===== config.mk =====
export PLATFORM = sky130hd
export DESIGN_NAME = int_sequencer_flat
export DESIGN_NICKNAME = d
export VERILOG_FILES = /design/src/rtl/int_sequencer_if.sv /design/src/rtl/int_sequencer.sv /design/src/flat_wrapper.sv
export SDC_FILE = /design/constraint.sdc
export NUM_CORES = 1
export LEC_CHECK = 0
export ABC_AREA = 1
export BUFFER_PORTS_ARGS = -buffer_cell sky130_fd_sc_hd__buf_2
export CORE_ASPECT_RATIO = 1.4
export CORE_MARGIN = 2
export CORE_UTILIZATION = 50
export CTS_BUF_LIST = sky130_fd_sc_hd__clkbuf_2 sky130_fd_sc_hd__clkbuf_4 sky130_fd_sc_hd__clkbuf_8
export CTS_CLUSTER_DIAMETER = 200
export DETAILED_ROUTE_END_ITERATION = 6
export PLACE_DENSITY = 0.89
export SLEW_MARGIN = 20
export SYNTH_ARGS = -nofsm -noshare
export SYNTH_HDL_FRONTEND = slang
export SYNTH_SLANG_ARGS = --single-unit

===== constraint.sdc =====
create_clock -name clk -period 1.81 [get_ports clk]
set_input_delay 0.0905 -clock clk [delete_from_list [all_inputs] [get_ports clk]]
set_output_delay 0.0905 -clock clk [all_outputs]
set_load 0.02 [all_outputs]

===== src/rtl/int_sequencer_if.sv =====
// Interrupt sequencer bus: IRQ inputs, mask write port, pipeline status and
// PC in from the core; PC-select control, EPC/cause and acknowledge out.
//   master : core/testbench side (drives irq, mask, stall, branch, pc, eret)
//   slave  : sequencer side (drives int_en1, flush, int_active, epc, cause, ack)
interface int_sequencer_if #(
   parameter int NIRQ  = 8,
   parameter int IDW   = 3,
   parameter int WIDTH = 32
);
   logic [NIRQ-1:0]  irq;
   logic             mask_we;
   logic [NIRQ-1:0]  mask_wdata;
   logic             stall;
   logic             branch_pending;
   logic [WIDTH-1:0] pc_cur;
   logic             eret;
   logic             int_en1;
   logic             flush;
   logic             int_active;
   logic [WIDTH-1:0] epc;
   logic [IDW-1:0]   cause;
   logic [NIRQ-1:0]  ack;

   modport master (
      output irq, mask_we, mask_wdata, stall, branch_pending, pc_cur, eret,
      input  int_en1, flush, int_active, epc, cause, ack
   );

   modport slave (
      input  irq, mask_we, mask_wdata, stall, branch_pending, pc_cur, eret,
      output int_en1, flush, int_active, epc, cause, ack
   );
endinterface


===== src/rtl/int_sequencer.sv =====
// Interrupt sequencer for the PC-select path. Rising edges on irq are latched
// into pending, qualified by mask, and the lowest-index request is taken at
// the first safe instruction boundary (no stall, no branch resolving).
// int_en1/flush pulse for one cycle while EPC/cause are captured; the block
// then stays in service until eret (no nesting).
// Ports:
//   clk   : system clock, rising edge
//   reset : asynchronous, active-high reset
//   bus   : int_sequencer_if.slave (see interface for signal list)
// IDW must satisfy 2**IDW >= NIRQ.
//
// state   | meaning
// --------+--------------------------------------------------------------
// IDLE    | no unmasked request outstanding
// ARM     | request present, waiting for no stall and no branch
// TAKE    | one-cycle vector select; epc/cause captured at exit edge
// SERVICE | handler running; leaves on eret
module int_sequencer #(
   parameter int NIRQ  = 8,
   parameter int IDW   = 3,
   parameter int WIDTH = 32
) (
   input logic                clk,
   input logic                reset,
   int_sequencer_if.slave     bus
);

   localparam logic [1:0] IDLE    = 2'd0;
   localparam logic [1:0] ARM     = 2'd1;
   localparam logic [1:0] TAKE    = 2'd2;
   localparam logic [1:0] SERVICE = 2'd3;

   logic [1:0]       state;
   logic [1:0]       state_nxt;
   logic [NIRQ-1:0]  irq_q;
   logic [NIRQ-1:0]  pending;
   logic [NIRQ-1:0]  mask;
   logic [NIRQ-1:0]  req;
   logic [NIRQ-1:0]  sel_oh;
   logic [NIRQ-1:0]  ack_int;
   logic [IDW-1:0]   sel;
   logic [WIDTH-1:0] epc_r;
   logic [IDW-1:0]   cause_r;

   assign req = pending & mask;

   // Isolate lowest set bit: req & -req.
   assign sel_oh = req & (~req + NIRQ'(1));

   always_comb begin
      sel = '0;
      for (int i = NIRQ - 1; i >= 0; i--) begin
         if (req[i]) sel = IDW'(i);
      end
   end

   // sel_oh is already zero when req is empty, so a take with nothing left
   // unmasked acknowledges nothing.
   assign ack_int = (state == TAKE) ? sel_oh : '0;

   always_comb begin
      state_nxt = state;
      case (state)
         IDLE:    if (req != '0) state_nxt = ARM;
         ARM: begin
            if (req == '0)
               state_nxt = IDLE;
            else if (!bus.stall && !bus.branch_pending)
               state_nxt = TAKE;
         end
         TAKE:    state_nxt = SERVICE;
         SERVICE: if (bus.eret) state_nxt = IDLE;
         default: state_nxt = IDLE;
      endcase
   end

   always_ff @(posedge clk or posedge reset) begin
      if (reset) begin
         state   <= IDLE;
         irq_q   <= '0;
         pending <= '0;
         mask    <= '0;
         epc_r   <= '0;
         cause_r <= '0;
      end else begin
         state   <= state_nxt;
         irq_q   <= bus.irq;
         // Set term ORed last so a new edge wins over a same-cycle ack.
         pending <= (pending & ~ack_int) | (bus.irq & ~irq_q);
         if (bus.mask_we) mask <= bus.mask_wdata;
         if (state == TAKE) begin
            epc_r   <= bus.pc_cur;
            cause_r <= sel;
         end
      end
   end

   assign bus.int_en1    = (state == TAKE);
   assign bus.flush      = (state == TAKE);
   assign bus.int_active = (state == TAKE) || (state == SERVICE);
   assign bus.ack        = ack_int;
   assign bus.epc        = epc_r;
   assign bus.cause      = cause_r;

endmodule


===== src/flat_wrapper.sv =====
// flat-port wrapper written by rule: the top's interface ports become plain ports
module int_sequencer_flat 
#(
   parameter int NIRQ  = 8,
   parameter int IDW   = 3,
   parameter int WIDTH = 32
)
  (clk, reset, bus_irq, bus_mask_we, bus_mask_wdata, bus_stall, bus_branch_pending, bus_pc_cur, bus_eret, bus_int_en1, bus_flush, bus_int_active, bus_epc, bus_cause, bus_ack);
  int_sequencer_if #(.NIRQ(NIRQ), .IDW(IDW), .WIDTH(WIDTH)) bus_i ();
  input logic clk;
  input logic reset;
  input wire logic [$bits(bus_i.irq)-1:0] bus_irq;
  input wire logic [$bits(bus_i.mask_we)-1:0] bus_mask_we;
  input wire logic [$bits(bus_i.mask_wdata)-1:0] bus_mask_wdata;
  input wire logic [$bits(bus_i.stall)-1:0] bus_stall;
  input wire logic [$bits(bus_i.branch_pending)-1:0] bus_branch_pending;
  input wire logic [$bits(bus_i.pc_cur)-1:0] bus_pc_cur;
  input wire logic [$bits(bus_i.eret)-1:0] bus_eret;
  output wire logic [$bits(bus_i.int_en1)-1:0] bus_int_en1;
  output wire logic [$bits(bus_i.flush)-1:0] bus_flush;
  output wire logic [$bits(bus_i.int_active)-1:0] bus_int_active;
  output wire logic [$bits(bus_i.epc)-1:0] bus_epc;
  output wire logic [$bits(bus_i.cause)-1:0] bus_cause;
  output wire logic [$bits(bus_i.ack)-1:0] bus_ack;
  assign bus_i.irq = bus_irq;
  assign bus_i.mask_we = bus_mask_we;
  assign bus_i.mask_wdata = bus_mask_wdata;
  assign bus_i.stall = bus_stall;
  assign bus_i.branch_pending = bus_branch_pending;
  assign bus_i.pc_cur = bus_pc_cur;
  assign bus_i.eret = bus_eret;
  assign bus_int_en1 = bus_i.int_en1;
  assign bus_flush = bus_i.flush;
  assign bus_int_active = bus_i.int_active;
  assign bus_epc = bus_i.epc;
  assign bus_cause = bus_i.cause;
  assign bus_ack = bus_i.ack;
  int_sequencer #(.NIRQ(NIRQ), .IDW(IDW), .WIDTH(WIDTH)) u_core (.clk(clk), .reset(reset), .bus(bus_i));
endmodule

---- After elaboration in Yosys (flattened, before gate mapping) ----
Index checks and enable logic that the tools add are counted.
word-level totals
  word-level logic and storage cells ...... 43
  flip-flop bits (word level) ............. 61
operators by class
  equality and inequality tests ........... 6
  $add $sub $neg .......................... 1
  bitwise logic cells ..................... 8
  reduce and logical (&&, ||, !) cells .... 8
  mux-type cells .......................... 14
operator list
  kind                                                  count
  AND 8 bit                                             4
  2-to-1 mux 3 bit                                      8
  NOT 8 bit                                             3
  adder 8 x 1 -> 8 bit (second input constant)          1
  logical NOT 8 bit                                     1
  2-to-1 mux 2 bit                                      4
  2-to-1 mux 8 bit                                      1
  bitwise OR 8 bit                                      1
  case mux 2 bit (4 select lines)                       1
  nonzero test 8 bit                                    1
  equality test 2 bit (second input constant)           2
  != test 3 x 1 -> 1 bit (second input constant)        1
  AND reduction 3 bit                                   1
  equality test 2 x 1 -> 1 bit (second input constant)  1
  logical NOT 1 bit                                     2
  logical NOT 2 bit                                     1
  != test 2 x 1 -> 1 bit (second input constant)        1
  != test 2 bit (second input constant)                 1
  logical AND 1 bit                                     1
  logical OR 1 bit                                      1

---- Depth between registers and ports, before layout ----
Gate-level depths: netlist of the first run.
  word-level depth ........................ 9
  depth in mapped cells ................... 7
  mapped depth without buffers ............ 7

---- Least setup slack after synthesis of the first run ----
No wires, ideal clock.
  kind .................................... register to output
  from .................................... register u_core.state[0]
  to ...................................... output bus_ack[0]
  cell stages (with the launch flop) ...... 6
  arrival time ............................ 1.086 ns
  data required time ...................... 1.719 ns
  setup slack ............................. 0.634 ns
  path through ............................ dfrtp_1 -> inv_2 -> nand2_2 -> buf_6 -> buf_4 -> nor2_1
on the way
  longest elaborated chain between the ends .. 2
RTL lines
  element                   line                 text
  start: declaration        int_sequencer.sv:33  logic [1:0] state;
  start signal: assignment  int_sequencer.sv:86  state <= state_nxt;
  equality test 2 bit       int_sequencer.sv:59  assign ack_int = (state == TAKE) ? sel_oh : '0;
  2-to-1 mux 8 bit          int_sequencer.sv:59
  end: declaration          flat_wrapper.sv:24   output wire logic [$bits(bus_i.ack)-1:0] bus_ack;
Every way passes these cells.

---- Final worst setup path of the first run ----
  from .................................... register u_core.state[0]
  to ...................................... output bus_ack[1]
The elaborated chain is that of the path after synthesis.

==> results.cfg, run 1 <==
[power_and_ir_drop]
switching_share_pct = 37.9
peakVddDrop_mv = 0.840
p_int_w = 0.00338
clkPwrFrac_pct = 25.1
leakage_nw = 2.08
power_switching_w = 0.00206
comb_power_share_pct = 36.8
seq_power_share_pct = 38.1
p_per_area_nw_per_um2 = 1450

[sta]
final.hold.worst_slack_ns = 0.0706
setup_ws_ns = 0.126
rsz0062_at_grt = no
fmax_mhz = 594
setup_tns_ns = 0
worst-slew-pin-transition_ns = 0.498
fin_crit_sh_pct = 93.0
maxSlewViolCount = 0
finalSetupViolCount = 0
final-hold-violation-count = 0
period_minus_slack_ns = 1.68
relSlewSlack_pct = 66.7
skew_ns = 0.00795

[finish]
diodes = 0
layout.nets = 491
drive_gt1_share_pct = 29.6
area_delta_synth_final_pct = 49.5

[grt]
grt-ovfl-total = 0
first_global_vias = 2374
grt_usage_pct = 25.2
grt_start_max_net_pins = 33
grt_pass1_wl_mm = 10.5
antenna_found_initial = 0

[worst_hold_path]
min_path_type = input pin to register

[critical_path]
start_kind = register
worst-path-max-fanout = 19
worst_ep_required_time_ns = 1.72
endpoint_kind = primary output
arrival_ns = 1.59
critical_path_class = register to primary output
critPathMaxStageDelay_ns = 0.43
cpMaxStageDelayCell = dfrtp_1
crit_chain = inv_2 -> nand2_2 -> inv_6 -> nand2_1 -> nor2_1 -> buf_2

[route]
vias_per_cell = 4.73
drt-total-wl_mm = 6.71
drt_iter0_markers = 111
drc = 0
dr.pass1.iters = 4
routedWlPerCell_um = 13.3
vias = 2395
ant_nets = 0

[die]
die_h_um = 87.7
die_w_um = 63.8
die-area_sq_um = 5590
core-area_sq_um = 4840
start_util_pct = 51.7
top_level_ports = 100
rows = 30

[synth]
async_reset_ff_share_pct = 100
syn_avg_cell_area_sq_um = 8.78
ys_seq_area_share_pct = 61.0
synth.cell_area_sq_um = 2500
ys_warn_count = 0
ys_seq_elements = 61
synth_ff_type = dfrtp_1
synthTopCellsByCount = 140 x nand2_1, 61 x dfrtp_1, 25 x inv_1
synthCells = 285
synth-edff-count = 0
synth_largest_area_cell = dfrtp_1
synth_area_leaders = dfrtp_1 61%, nand2_1 21%, inv_1 3.8%, buf_6 2.3%, o21ai_0 1.8%
synth_nets = 339
synth_top_area_share_pct = 61.0
yosysMostFrequentCell = nand2_1
synth.distinct_cells = 17

[placement]
place_congestion = 0.768
portBuffers = 99
place_hpwl_mm = 3.94
place_ws_ns = 0.350

[job]
maxCapViolCount = 0

[clock_network]
cts_setup_buffers = 0
htreeDepth = 3
insertion_delay_ns = 0.34
cts_tree = built
cts_buffers = 9
clock-root-buffer = clkbuf_8
clockBufferDepth = 2
clk_pin_slew_worst_paths_ns = 0.06
cts.sinks = 61

[status]
status = completed
==> layout make-up <==
cell class                      count  area (sq um)
Fill cell                         290          1100
Sequential cell                    61          1530
Clock inverter                      4          70.1
Clock buffer                       12           159
Multi-Input combinational cell    186           778
Tap cell                           64          80.1
Timing Repair Buffer              152          1020
Inverter                           27           106
==> worst max-delay path: cells and delay by family (launching register included) <==
family,cells,cell delay (ns)
buffers and inverters,3,0.44
flip-flops,1,0.43
AND/OR/NAND/NOR,3,0.38
==> per-stage QoR <==
stage	power, W	utilization (%)	instances	area, sq um
6_report	0.00544	77.2	506	3740
5_1_grt	0.00575	77.2	506	3740
4_1_cts	0.00540	77.1	506	3730
3_5_place_dp	0.00394	62.2	441	3010
3_3_place_gp	0.00387	62.2	441	3010
2_1_floorplan	0.00336	-	285	2500
==> power groups by stage <==
stage               logic (W)  clock network, W  registers [W]
floorplan            0.000822                 0        0.00254
global placement      0.00182                 0        0.00205
detailed placement    0.00187                 0        0.00207
CTS                   0.00197           0.00139        0.00204
global route          0.00219           0.00145        0.00211
finish                0.00200           0.00136        0.00207
==> kinds of logic (layout without fill, tap and decap cells) <==
| kind of cell | Yosys count | in the layout | share of synthesized area (%) |
|---|---|---|---|
| buf+inv | 38 | 195 | 7.85 |
| simple gates | 159 | 159 | 24.7 |
| mux | 4 | 4 | 1.80 |
| flops | 61 | 61 | 61.0 |
| compound gates | 23 | 23 | 4.65 |
==> repair_timing <==
action	4_1_cts	5_1_grt
endpoints found under the setup margin	2	3
resized for setup	1	2
hold endpoints to repair	77	0
gates cloned	0	0
hold buffers	49	0
pin swaps	0	0
==> routing by layer <==
metal / global-route usage [%] / up-vias / part of all wire, % / routed length [um]
li1: - / 1166 / - / -
met1: 25.7 / 1126 / 37 / 2520
met2: 46.5 / 82 / 54 / 3660
met3: 7.84 / 21 / 4.9 / 330
met4: 12.1 / 0 / 3.1 / 209
met5: 0 / - / 0 / 0
==> path summary, 6_finish.rpt <==
check | startpoint | end | slack (ns) | cells after the start
hold reg to reg | u_core.irq_q[0] | u_core.pending[0] | 0.42 | 1
hold / removal | bus_eret | u_core.state[0] | 0.07 | 4
min in group asynchronous | reset | u_core.pending[2] | 0.32 | 3
setup / recovery | u_core.state[0] | bus_ack[1] | 0.13 | 6
max in group asynchronous | reset | u_core.bus.epc[29] | 0.76 | 4
setup reg to reg | u_core.state[0] | u_core.pending[1] | 0.48 | 6
==> cells in the final DEF (no fill, tap or decap), types with 2 or more instances in the layout <==
master / count
dlygate4sd3_1: 49
a21oi_1: 4
o21ai_1: 9
nand2_2: 4
nand3_1: 2
dfrtp_1: 61
buf_4: 3
bufinv_16: 2
mux2_2: 4
nor2_1: 12
inv_1: 24
clkinv_2: 2
o21ai_0: 9
buf_2: 99
inv_2: 2
nand2_1: 140
clkbuf_8: 11
==> state kept, by name (all words and copies together) (netlist names), named ones only <==
register          count
u_core.mask           8
u_core.bus.cause      3
u_core.irq_q          8
u_core.pending        8
u_core.state          1
u_core.bus.epc       32
Power figures use the tool's default switching activity.
==> run 2: changes to the inputs <==
--- a/config.mk
+++ b/config.mk
@@ -14,6 +14,7 @@
 export CTS_CLUSTER_DIAMETER = 200
 export DETAILED_ROUTE_END_ITERATION = 6
 export PLACE_DENSITY = 0.89
+export RECOVER_POWER = 50
 export SLEW_MARGIN = 20
 export SYNTH_ARGS = -nofsm -noshare
 export SYNTH_HDL_FRONTEND = slang
==> constraint.sdc (replaced) <==
create_clock -name clk -period 2 [get_ports clk]
set_input_delay 0.1 -clock clk [delete_from_list [all_inputs] [get_ports clk]]
set_output_delay 0.1 -clock clk [all_outputs]
set_load 0.02 [all_outputs]
==> run 2 against run 1 <==
Compared with the run above: non-clock buffer count stayed put; core utilization fell by 1.3 points; largest power group unchanged; final cell count did not move; die area unchanged; clock skew about the same; setup slack better by 0.053 ns; via count down 0.71%; wire length shrank 2.8%; sequential cell count unchanged; cell area fell by 1.7%; worst hold slack better by 0.012 ns.
==> results.cfg, run 2 (same netlist as run 1, synthesis figures left out) <==
[status]
status = completed

[worst_hold_path]
holdPathStages = 4
min_path_type = input pin to register

[die]
die-area_sq_um = 5590
top_level_ports = 100
core-area_sq_um = 4840
rows = 30
die_h_um = 87.7
start_util_pct = 51.7
die_w_um = 63.8

[clock_network]
cts_setup_buffers = 0
clk_pin_slew_worst_paths_ns = 0.07
clockBufferDepth = 2
cts_repair_resize_count = 0
htreeDepth = 3
clock-root-buffer = clkbuf_8
cts_buffers = 9
cts.sinks = 61
hold_buffers = 49
insertion_delay_ns = 0.33
cts_tree = built

[route]
drc = 0
drt-total-wl_mm = 6.52
vias_per_cell = 4.70
dr.pass1.iters = 4
dr_wl_met2_mm = 3.50
vias = 2378
drt_iter0_markers = 133
ant_nets = 0
wl_met3_um = 351
routedWlPerCell_um = 12.9
routed.top_layer = met4
met1_length_mm = 2.46

[grt]
grt_pass1_wl_mm = 10.5
first_global_vias = 2405
grt-ovfl-total = 0
antenna_found_initial = 0
grt_start_max_net_pins = 33
grt_usage_pct = 25.1

[critical_path]
endpoint_kind = primary output
critPathMaxStageDelay_ns = 0.42
worst_ep_required_time_ns = 1.90
worst-path-max-fanout = 22
start_kind = register
cpMaxStageDelayCell = dfrtp_1
arrival_ns = 1.72
reg2regPathDepth = 6
critical_path_class = register to primary output
cp_common_cell = inv_2
crit_chain = inv_2 -> nand2_2 -> inv_2 -> buf_4 -> buf_2

[sta]
fmax_mhz = 549
fin_crit_sh_pct = 91.0
relSlewSlack_pct = 22.0
setup_tns_ns = 0
rsz0062_at_grt = no
period_minus_slack_ns = 1.82
maxSlewViolCount = 0
final.hold.worst_slack_ns = 0.0826
skew_ns = 0.00810
final-hold-violation-count = 0
finalSetupViolCount = 0
worst-slew-pin-transition_ns = 1.17

[finish]
seqCellArea_sq_um = 1530
largest_reg_flops = 32
multi_input_area_sq_um = 778
area_delta_synth_final_pct = 47.0
stdcell_count = 506
layout_commonest_cell = nand2_1
drive_gt1_share_pct = 19.9
nFillCells = 353
layout.nets = 491
layout_common_cells = 140 x nand2_1, 61 x dfrtp_1, 56 x buf_2
diodes = 0

[power_and_ir_drop]
peakVddDrop_mv = 0.703
p_per_area_nw_per_um2 = 1310
leakage_nw = 1.95

[placement]
place_hpwl_mm = 3.97
place_congestion = 0.830
portBuffers = 99
dp.cells = 441

[job]
maxCapViolCount = 0
run 2: stage by stage:
step	power, W	instance area [sq um]	util (%)	setup WS [ns]
2_1_floorplan	0.00304	2500	-	0.387
3_3_place_gp	0.00350	3010	62.2	0.573
3_5_place_dp	0.00358	3010	62.2	0.528
4_1_cts	0.00490	3730	77.1	0.156
5_1_grt	0.00511	3680	75.9	0.0755
6_report	0.00480	3680	75.9	0.179
run 2: path summary, 6_finish.rpt:
kind / from / end / slack (ns)
worst max-delay path: u_core.state[0] / bus_flush / 0.18
worst min-delay path: bus_eret / register / 0.08
worst max register to register: u_core.state[0] / u_core.pending[1] / 0.57
worst min register to register: u_core.irq_q[3] / u_core.pending[3] / 0.42
max in group asynchronous: reset / u_core.irq_q[0] / 0.43
min in group asynchronous: reset / u_core.bus.cause[2] / 0.65
run 2: per-layer routing:
metal	global-route usage [%]	up-vias
li1	-	1158
met1	26.5	1104
met2	46.3	95
met3	5.01	21
met4	14.8	0
met5	0	-
run 2: final cells by class:
class | count | area share [%]
Timing Repair Buffer | 152 | 26.1
Sequential cell | 61 | 41.5
Inverter | 27 | 2.76
Clock inverter | 4 | 1.91
Multi-Input combinational cell | 186 | 21.2
Clock buffer | 12 | 4.32
Tap cell | 64 | 2.18
run 2: report_power, final:
group	switching (W)	internal (W)	leakage [nW]
Combinational	0.00117	0.000523	1.11
Clock	0.000445	0.000779	0.120
Sequential	0.000237	0.00165	0.715
run 2: critical path, delay by kind of cell, from the launching register on:
kind          cells  cell delay, ns
flops             1            0.42
simple gates      1            0.10
buf+inv           4            0.86
==> run 3: changes to the inputs <==
--- a/config.mk
+++ b/config.mk
@@ -7,13 +7,12 @@
 export LEC_CHECK = 0
 export ABC_AREA = 1
 export BUFFER_PORTS_ARGS = -buffer_cell sky130_fd_sc_hd__buf_2
-export CORE_ASPECT_RATIO = 1.4
 export CORE_MARGIN = 2
-export CORE_UTILIZATION = 50
+export CORE_UTILIZATION = 40
 export CTS_BUF_LIST = sky130_fd_sc_hd__clkbuf_2 sky130_fd_sc_hd__clkbuf_4 sky130_fd_sc_hd__clkbuf_8
 export CTS_CLUSTER_DIAMETER = 200
 export DETAILED_ROUTE_END_ITERATION = 6
-export PLACE_DENSITY = 0.89
+export PLACE_DENSITY = 0.75
 export RECOVER_POWER = 50
 export SLEW_MARGIN = 20
 export SYNTH_ARGS = -nofsm -noshare
==> run 3 against run 2 <==
Compared with the run above: cell area hardly changed; count of clock-buffer cells in the layout is 3 higher; register-to-register slack worse by 0.06 ns; setup slack worse by 0.0060 ns; power is 4.0% lower; die area is 23% higher.
==> results.cfg, run 3 (same netlist as run 1, synthesis figures left out) <==
[grt]
grtUsageMet3_pct = 5.07
grt-busiest-layer = met2
grt_pass1_wl_mm = 10.7
grt_start_max_net_pins = 62
grtUsageMet2_pct = 33.1
use_met1_pct = 23.0
antenna_found_initial = 0
grt-ovfl-total = 0
first_global_vias = 2331
grt_usage_pct = 19.3

[critical_path]
start_kind = register
arrival_ns = 1.73
crit_start = u_core.state[0]
cp_common_cell = inv_2
crit_chain = inv_2 -> nand2_2 -> inv_2 -> nand2_1 -> nor2_1 -> buf_2
worst_ep_required_time_ns = 1.90
critPathMaxStageDelay_ns = 0.42
endpoint_kind = primary output
worst-path-max-fanout = 19
critical_path_class = register to primary output
reg2regPathDepth = 6
worstReg2RegStart = u_core.state[0]
cpMaxStageDelayCell = dfrtp_1

[finish]
layout_common_cells = 140 x nand2_1, 88 x buf_2, 61 x dfrtp_1
layout.nets = 490
largest_reg_flops = 32
drive_gt1_share_pct = 26.5
area_delta_synth_final_pct = 47.0
diodes = 0
stdcell_count = 516
layout_commonest_cell = nand2_1

[worst_hold_path]
min-delay-start = bus_eret
min_path_type = input pin to register
holdPathStages = 4

[route]
vias_per_cell = 4.45
ant_nets = 0
routedWlPerCell_um = 12.0
vias = 2297
drt_iter0_markers = 83
drt-total-wl_mm = 6.21
drc = 0
dr.pass1.iters = 4

[sta]
rsz0062_at_grt = no
relSlewSlack_pct = 12.4
maxSlewViolCount = 0
period_minus_slack_ns = 1.83
fmax_mhz = 547
fin_crit_sh_pct = 91.3
skew_ns = 0.00785
worst-slew-pin-transition_ns = 1.31
finalSetupViolCount = 0
setup_tns_ns = 0
final-hold-violation-count = 0

[placement]
portBuffers = 99
dp.cells = 451
place_hpwl_mm = 3.79
place_congestion = 0.742

[die]
start_util_pct = 41.8
die_w_um = 83.1
rows = 28
die-area_sq_um = 6900
core-area_sq_um = 5990
die_h_um = 83.1
top_level_ports = 100

[clock_network]
clk_pin_slew_worst_paths_ns = 0.06
htreeDepth = 3
cts_setup_buffers = 0
cts.sinks = 61
clockBufferDepth = 2
clock-root-buffer = clkbuf_8
hold_buffers = 49
cts_repair_resize_count = 0
cts_tree = built
insertion_delay_ns = 0.33
cts_buffers = 9

[power_and_ir_drop]
leakage_nw = 2.02
p_per_area_nw_per_um2 = 1250
peakVddDrop_mv = 0.707

[status]
status = completed

[job]
maxCapViolCount = 0
run 3: report_power, final:
part	total (W)	leakage, nW	switching, W	internal, W
combinational	0.00175	1.20	0.00115	0.000602
clock	0.000998	0.101	0.000426	0.000572
sequential	0.00186	0.715	0.000215	0.00165
total	0.00461	2.02	0.00179	0.00282
run 3: final timing paths:
| path | slack [ns] | to |
|---|---|---|
| worst min register to register | 0.41 | u_core.pending[3] |
| worst min-delay path | 0.09 | u_core.state[0] |
| worst max-delay path | 0.17 | bus_ack[1] |
| min in group asynchronous | 0.79 | u_core.bus.epc[10] |
| max in group asynchronous | 0.42 | u_core.state[0] |
| worst max register to register | 0.51 | u_core.bus.epc[31] |
run 3: through the flow:
step	power [W]	hold slack [ns]	area [sq um]	utilization [%]	setup slack, ns
floorplan	0.00304	0.131	2500	-	0.387
global placement	0.00353	0.185	3030	50.6	0.566
detailed placement	0.00358	0.193	3030	50.6	0.533
CTS	0.00467	0.0656	3710	61.9	0.171
global route	0.00496	0.0772	3680	61.4	0.0328
finish	0.00461	0.0893	3680	61.4	0.173
run 3: layer usage:
layer,wire [um],up-vias
li1,-,1164
met1,2640,1033
met2,3110,86
met3,355,14
met4,102,0
met5,0,-
run 3: cell type report:
type	instances	area [sq um]
fillers	501	2310
flip-flops and latches	61	1530
repair buffers	151	991
multi-input cells	186	778
clock buffers	15	181
inverters	27	101
well taps	75	93.8
clock inverters	1	5.00
run 3: worst max-delay path: cells and delay by family (launching register included):
kind / cells / cell delay [ns]
and+or+nand+nor: 3 / 0.42
DFF: 1 / 0.42
buffers and inverters: 3 / 0.56
